==> config.mk <==
export PLATFORM = sky130hd
export DESIGN_NAME = uart_wb
export DESIGN_NICKNAME = d
export VERILOG_FILES = /design/src/rtl/uart_wb.sv
export SDC_FILE = /design/constraint.sdc
export NUM_CORES = 1
export LEC_CHECK = 0
export ABC_AREA = 1
export CAP_MARGIN = 0
export CORE_UTILIZATION = 55
export CTS_BUF_LIST = sky130_fd_sc_hd__clkbuf_8 sky130_fd_sc_hd__clkbuf_16
export DETAILED_ROUTE_END_ITERATION = 10
export GPL_TIMING_DRIVEN = 0
export PLACE_DENSITY = 0.79
export SYNTH_ARGS = -nofsm -noshare
export SYNTH_HDL_FRONTEND = slang
export SYNTH_SLANG_ARGS = --single-unit
==> constraint.sdc <==
create_clock -name clk -period 2.65 [get_ports clk]
set_clock_uncertainty 0.15 [all_clocks]
set_input_delay 0.265 -clock clk [delete_from_list [all_inputs] [get_ports clk]]
set_output_delay 0.265 -clock clk [all_outputs]
set_load 0.05 [all_outputs]
==> src/rtl/uart_wb.sv <==
// uart_wb: Wishbone slave 8N1 UART for the J1 data bus.
// DATA register pushes the TX FIFO on write and pops the RX holding register on read;
// STATUS reports flags and clears the sticky error bits with write-1-to-clear.
// No wait states: there is no ack, and read data appears one cycle after the access.
module uart_wb #(
    parameter logic [15:0] BASE_ADR     = 16'h1000,
    parameter int          CLKS_PER_BIT = 434,
    parameter int          TX_DEPTH     = 8
) (
    input  logic        clk,
    input  logic        reset_n,
    input  logic [15:0] wb_adr,
    input  logic        wb_stb,
    input  logic        wb_cyc,
    input  logic        wb_we,
    input  logic [15:0] wb_dat_o,
    output logic [15:0] wb_dat_i,
    input  logic        uart_rxd,
    output logic        uart_txd,
    output logic        irq
);

    localparam int          AW       = $clog2(TX_DEPTH);
    localparam logic [15:0] BIT_END  = 16'(CLKS_PER_BIT - 1);
    localparam logic [15:0] HALF_END = 16'(CLKS_PER_BIT / 2 - 1);

    typedef enum logic [1:0] {TX_IDLE, TX_START, TX_DATA, TX_STOP} tx_st_t;
    typedef enum logic [2:0] {RX_IDLE, RX_START, RX_DATA, RX_STOP, RX_WAIT_HI} rx_st_t;

    // ---------------- bus decode ----------------
    logic sel, wr_data, wr_stat, rd, rd_data;
    assign sel     = wb_cyc & wb_stb & (wb_adr[15:2] == BASE_ADR[15:2]);
    assign wr_data = sel & wb_we & ~wb_adr[1];
    assign wr_stat = sel & wb_we & wb_adr[1];
    assign rd      = sel & ~wb_we;
    assign rd_data = rd & ~wb_adr[1];

    // adr[0] is a byte lane select the UART ignores; the high data byte is never stored
    logic unused;
    assign unused = ^{wb_adr[0], wb_dat_o[15:8]};

    // ---------------- TX FIFO ----------------
    logic [7:0]  fifo_mem [TX_DEPTH];
    logic [AW:0] wptr, rptr;
    logic        fifo_empty, fifo_full, tx_pop, push_ok;

    assign fifo_empty = (wptr == rptr);
    assign fifo_full  = (wptr[AW] != rptr[AW]) && (wptr[AW-1:0] == rptr[AW-1:0]);
    // a pop frees a slot in the same cycle, so a push to a full FIFO still lands
    assign push_ok    = wr_data & (~fifo_full | tx_pop);

    // FIFO storage: no reset needed, validity is tracked by the pointers
    always_ff @(posedge clk) begin
        if (push_ok) fifo_mem[wptr[AW-1:0]] <= wb_dat_o[7:0];
    end

    // FIFO pointers
    always_ff @(posedge clk or negedge reset_n) begin
        if (!reset_n) begin
            wptr <= '0;
            rptr <= '0;
        end else begin
            if (push_ok) wptr <= wptr + 1'b1;
            if (tx_pop)  rptr <= rptr + 1'b1;
        end
    end

    // ---------------- TX FSM ----------------
    tx_st_t      tx_st;
    logic [15:0] tx_cnt;
    logic [2:0]  tx_bit;
    logic [7:0]  tx_sh;
    logic        tx_tick;

    assign tx_tick = (tx_cnt == BIT_END);
    // pop when idle, or at the end of a stop bit so frames run back to back
    assign tx_pop  = ~fifo_empty & ((tx_st == TX_IDLE) | ((tx_st == TX_STOP) & tx_tick));

    // serialiser: start bit, 8 data bits LSB first, stop bit; txd is registered
    always_ff @(posedge clk or negedge reset_n) begin
        if (!reset_n) begin
            tx_st    <= TX_IDLE;
            tx_cnt   <= '0;
            tx_bit   <= '0;
            tx_sh    <= '0;
            uart_txd <= 1'b1;
        end else begin
            case (tx_st)
                TX_IDLE: begin
                    tx_cnt <= '0;
                    if (tx_pop) begin
                        tx_sh    <= fifo_mem[rptr[AW-1:0]];
                        tx_st    <= TX_START;
                        uart_txd <= 1'b0;
                    end
                end
                TX_START: begin
                    if (tx_tick) begin
                        tx_cnt   <= '0;
                        tx_bit   <= '0;
                        tx_st    <= TX_DATA;
                        uart_txd <= tx_sh[0];
                    end else tx_cnt <= tx_cnt + 16'd1;
                end
                TX_DATA: begin
                    if (tx_tick) begin
                        tx_cnt <= '0;
                        if (tx_bit == 3'd7) begin
                            tx_st    <= TX_STOP;
                            uart_txd <= 1'b1;
                        end else begin
                            tx_bit   <= tx_bit + 3'd1;
                            tx_sh    <= {1'b0, tx_sh[7:1]};
                            uart_txd <= tx_sh[1];
                        end
                    end else tx_cnt <= tx_cnt + 16'd1;
                end
                default: begin // TX_STOP
                    if (tx_tick) begin
                        tx_cnt <= '0;
                        if (tx_pop) begin
                            tx_sh    <= fifo_mem[rptr[AW-1:0]];
                            tx_st    <= TX_START;
                            uart_txd <= 1'b0;
                        end else tx_st <= TX_IDLE;
                    end else tx_cnt <= tx_cnt + 16'd1;
                end
            endcase
        end
    end

    // ---------------- RX ----------------
    logic        rxd_s1, rxd_s2;
    rx_st_t      rx_st;
    logic [15:0] rx_cnt;
    logic [2:0]  rx_bit;
    logic [7:0]  rx_sh;
    logic        rx_tick, rx_deliver, rx_bad;

    // two-flop synchroniser; idles high so reset does not look like a start bit
    always_ff @(posedge clk or negedge reset_n) begin
        if (!reset_n) begin
            rxd_s1 <= 1'b1;
            rxd_s2 <= 1'b1;
        end else begin
            rxd_s1 <= uart_rxd;
            rxd_s2 <= rxd_s1;
        end
    end

    assign rx_tick    = (rx_cnt == BIT_END);
    assign rx_deliver = (rx_st == RX_STOP) & rx_tick & rxd_s2;
    assign rx_bad     = (rx_st == RX_STOP) & rx_tick & ~rxd_s2;

    // deserialiser: mid-bit sampling, false-start rejection, break wait after a framing error
    always_ff @(posedge clk or negedge reset_n) begin
        if (!reset_n) begin
            rx_st  <= RX_IDLE;
            rx_cnt <= '0;
            rx_bit <= '0;
            rx_sh  <= '0;
        end else begin
            case (rx_st)
                RX_IDLE: begin
                    rx_cnt <= '0;
                    if (!rxd_s2) rx_st <= RX_START;
                end
                RX_START: begin
                    if (rx_cnt == HALF_END) begin
                        rx_cnt <= '0;
                        rx_bit <= '0;
                        rx_st  <= rxd_s2 ? RX_IDLE : RX_DATA;
                    end else rx_cnt <= rx_cnt + 16'd1;
                end
                RX_DATA: begin
                    if (rx_tick) begin
                        rx_cnt <= '0;
                        rx_sh  <= {rxd_s2, rx_sh[7:1]};
                        if (rx_bit == 3'd7) rx_st <= RX_STOP;
                        else                rx_bit <= rx_bit + 3'd1;
                    end else rx_cnt <= rx_cnt + 16'd1;
                end
                RX_STOP: begin
                    if (rx_tick) begin
                        rx_cnt <= '0;
                        rx_st  <= rxd_s2 ? RX_IDLE : RX_WAIT_HI;
                    end else rx_cnt <= rx_cnt + 16'd1;
                end
                default: begin // RX_WAIT_HI: swallow a held break without re-flagging
                    rx_cnt <= '0;
                    if (rxd_s2) rx_st <= RX_IDLE;
                end
            endcase
        end
    end

    // ---------------- holding register, flags, read data ----------------
    logic [7:0]  rx_byte;
    logic        rx_valid, rx_ovr, tx_ovf, rx_ferr, tx_idle;
    logic        rx_load, ovr_set, ovf_set;
    logic [15:0] status;

    // a DATA read in the delivery cycle frees the holding register for the new byte
    assign rx_load = rx_deliver & (~rx_valid | rd_data);
    assign ovr_set = rx_deliver & rx_valid & ~rd_data;
    assign ovf_set = wr_data & fifo_full & ~tx_pop;
    assign tx_idle = fifo_empty & (tx_st == TX_IDLE);
    assign status  = {10'b0, rx_ferr, tx_ovf, rx_ovr, rx_valid, fifo_full, tx_idle};
    assign irq     = rx_valid;

    // RX holding register and sticky flags; a set event beats a same-cycle clear
    always_ff @(posedge clk or negedge reset_n) begin
        if (!reset_n) begin
            rx_byte  <= '0;
            rx_valid <= 1'b0;
            rx_ovr   <= 1'b0;
            tx_ovf   <= 1'b0;
            rx_ferr  <= 1'b0;
        end else begin
            if (rx_load) begin
                rx_byte  <= rx_sh;
                rx_valid <= 1'b1;
            end else if (rd_data) rx_valid <= 1'b0;
            rx_ovr  <= ovr_set | (rx_ovr  & ~(wr_stat & wb_dat_o[3]));
            tx_ovf  <= ovf_set | (tx_ovf  & ~(wr_stat & wb_dat_o[4]));
            rx_ferr <= rx_bad  | (rx_ferr & ~(wr_stat & wb_dat_o[5]));
        end
    end

    // registered read data, zero whenever the previous cycle was not a read
    always_ff @(posedge clk or negedge reset_n) begin
        if (!reset_n)    wb_dat_i <= '0;
        else if (rd)     wb_dat_i <= wb_adr[1] ? status : {rx_valid, 7'b0, rx_byte};
        else             wb_dat_i <= '0;
    end

endmodule

==> impl_metrics.ini <==
[synthesis]
async_reset_ff_frac = 0.587
ys_seq_area_frac = 0.567
ys_seq_elements = 155
synth_edf_count = 64
synth_cell_types = 43
postSynthAreaPerCell_sq_um = 9.00
syn-instance-count = 823
synthesis.area_sq_um = 7410
ys_dominant_reg_cell = dfrtp_1
ys_warn_count = 0

[placed_design]
port_buffers = 39
dp_hpwl_microns = 10100
place_congestion = 0.902
placedInstanceArea_sq_um = 8070

[power_and_ir_drop]
p_per_area_nw_per_um2 = 805
ir_worst_vdd_v = 0.000521
leakagePower_nw = 3.94
power_mw = 7.10

[finish]
regArea_sq_um = 4200
multi_input_comb_area_sq_um = 2820
drive_gt1_frac = 0.103
nNetsFinal = 947
diodes = 0
fillers = 1013
layout.core_utilization = 0.668
syn2layout_area_growth_pct = 19.0
final_area_sq_um = 8820

[floorplanning]
fp.coreArea_sq_um = 13200
num_rows = 42
die_x_microns = 118
boundaryPins = 56
start_util = 0.562
dieHeight_microns = 118
die-area_sq_um = 13900

[timing]
finalHoldViolations = 0
maxSlewHeadroom = 0.620
rsz0062_at_grt = yes
finalCritPeriodShare = 0.967
setup-violations-final = 0
worst_slew_pin_slew_ns = 0.566
maxSlewViolCount = 0
max_freq_ghz = 0.390
fin_crit_ns = 2.56

[clocking]
insertion_delay_ns = 0.43
path_clk_slew_ns = 0.06
numCtsBuffers = 17
cts_sinks = 155
cts_tree = yes
h-tree-depth = 4
clockRootBuffer = clkbuf_16
cts_buffer_depth = 2

[setup_path]
cp-end-kind = register
cp-start-kind = register
critPathMaxFanout = 8
crit_type = register to register
r2r_start = tx_cnt[1]
cp_data_required_time_ns = 2.64
r2r_cells = 11
r2r-end = fifo_mem[7][2]
crit_path_start = tx_cnt[1]
r2r_setup_slack_ns = 0.09
cp.arrival_ns = 2.56

[flow_run]
max_cap_viol_count = 0

[drt]
vias = 5703
drt_iter0_drc = 577
postRouteAntennaNets = 0
viasPerCell = 5.27
wl_met3_microns = 882
drt_wl_total_microns = 15200
wl_per_cell_microns = 14.1
wl_met2_microns = 7560
top_layer_used = met4
drt-met1-wl_microns = 6480
drc = 0
firstDrtPassIters = 5

[global_route]
gr-total-overflow = 0
first_global_vias = 5379
grt_pass1_wl_microns = 25400
antenna_found_initial = 0
grt_max_degree = 71
grt_usage = 0.235

[hold_path]
hold_class = input pin to register
whs_path_depth = 1
hold_start = uart_rxd
min_to = rxd_s1

[status]
status = finished clean
per-layer routing:
layer	GRT usage	vias up
met2	0.396	196
met1	0.297	2635
li1	-	2840
met5	0	-
met4	0.0769	0
met3	0.0591	32
cell type report:
class                   instances  share of cell area
well taps                     176              0.0250
clock buffers                  17              0.0482
repair buffers                 46              0.0596
flip-flops and latches        155               0.477
plain buffers                  27              0.0172
clock inverters                15              0.0170
multi-input cells             561               0.320
inverters                      85              0.0362
cell families (layout without fill, tap and decap cells):
family,count (synthesis),after routing,share of synthesized area
AND/OR/NAND/NOR,467,467,0.282
buffers and inverters,113,190,0.0640
flip-flops,155,155,0.567
XOR/XNOR,12,12,0.0152
adder cells (fa/ha/maj),16,16,0.0270
other,1,7,0.000506
AO/OA/AOI/OAI,59,59,0.0441
power by group:
part	total, mW	internal (mW)	switching, mW
sequential	2.74	2.65	0.0928
combinational	2.00	0.629	1.37
clock	2.36	1.38	0.978
worst max path at each step:
stage	end	cells past startpoint
3_5_place_dp	fifo_mem[7][5]	7
4_1_cts	fifo_mem[5][5]	9
5_1_grt	fifo_mem[7][1]	11
3_3_place_gp	rx_cnt[11]	1
2_1_floorplan	fifo_mem[0][0]	9
6_report	fifo_mem[7][2]	11
metrics by stage:
stage | hold slack, ns | setup slack (ns) | TNS [ns] | instances
6_report | 0.0875 | 0.0882 | 0 | 1082
5_1_grt | 0.0763 | -0.0313 | -0.420 | 1082
4_1_cts | 0.0741 | -0.138 | -4.78 | 1078
3_5_place_dp | 0.0340 | -0.364 | -19.17 | 1045
3_3_place_gp | 0.196 | -2.24 | -217.44 | 1044
2_1_floorplan | -0.181 | 0.321 | 0 | 829
cell usage after synthesis (2+ instances only):
cell / n / area, sq um
nand2_1: 227 / 852
dfrtp_1: 88 / 2200
nand3_1: 86 / 430
nor2_1: 85 / 319
inv_1: 79 / 297
edfxtp_1: 64 / 1920
o21ai_0: 30 / 150
nand4_1: 22 / 138
nor3_1: 19 / 95.1
ha_1: 16 / 200
a21oi_1: 14 / 70.1
buf_4: 10 / 75.1
xor2_1: 10 / 87.6
buf_2: 9 / 45.0
clkbuf_1: 7 / 26.3
o22ai_1: 6 / 37.5
nand2_2: 5 / 31.3
nor3b_1: 5 / 37.5
inv_2: 4 / 15.0
dfstp_2: 3 / 78.8
nand3_2: 3 / 30.0
nand3_4: 3 / 52.6
nor2_2: 3 / 18.8
and3_1: 2 / 12.5
clkinv_1: 2 / 7.51
nor3_2: 2 / 20.0
o211ai_1: 2 / 15.0
o31ai_1: 2 / 15.0
state kept, by name, indices dropped and copies added (netlist names), 2 cells and up:
register and cells:
wptr 4, tx_cnt 16, tx_bit 3, rx_sh 8, fifo_mem 64, rx_cnt 16
rx_st 3, tx_st 2, wb_dat_i 9, rptr 4, tx_sh 8, rx_byte 8
rx_bit 3
repair_timing:
item / in CTS / in global routing
buffers inserted: 0 / 5
resized for setup: 11 / 7
endpoints found under the setup margin: 64 / 64
pin swaps: 0 / 5
gates cloned: 0 / 0
endpoints found under the hold margin: 89 / 0
hold buffers: 1 / 0
worst max-delay path, cell delays in order, from the launching register on:
cell and delay [ns]:
dfrtp_1 0.38, inv_1 0.09, ha_1 0.19, nand3_1 0.09, nor2_1 0.16, nand2_1 0.12
nand2_2 0.13, nand3_4 0.18, nand3_4 0.17, nand3_2 0.23, nor2_4 0.23, buf_12 0.15
placed cells by master, fill, tap and decap left out, types with 10 or more instances in the layout:
master,Yosys,final
clkbuf_16,0,17
nor2_1,85,77
nand4_1,22,22
xor2_1,10,10
o21ai_0,30,30
inv_1,79,80
nor3_1,19,19
dfrtp_1,88,88
nand3_1,86,86
a21oi_1,14,14
clkdlybuf4s50_1,0,38
buf_4,10,11
edfxtp_1,64,64
nand2_1,227,227
ha_1,16,15
Note: power is estimated with default switching activity, not from simulation.
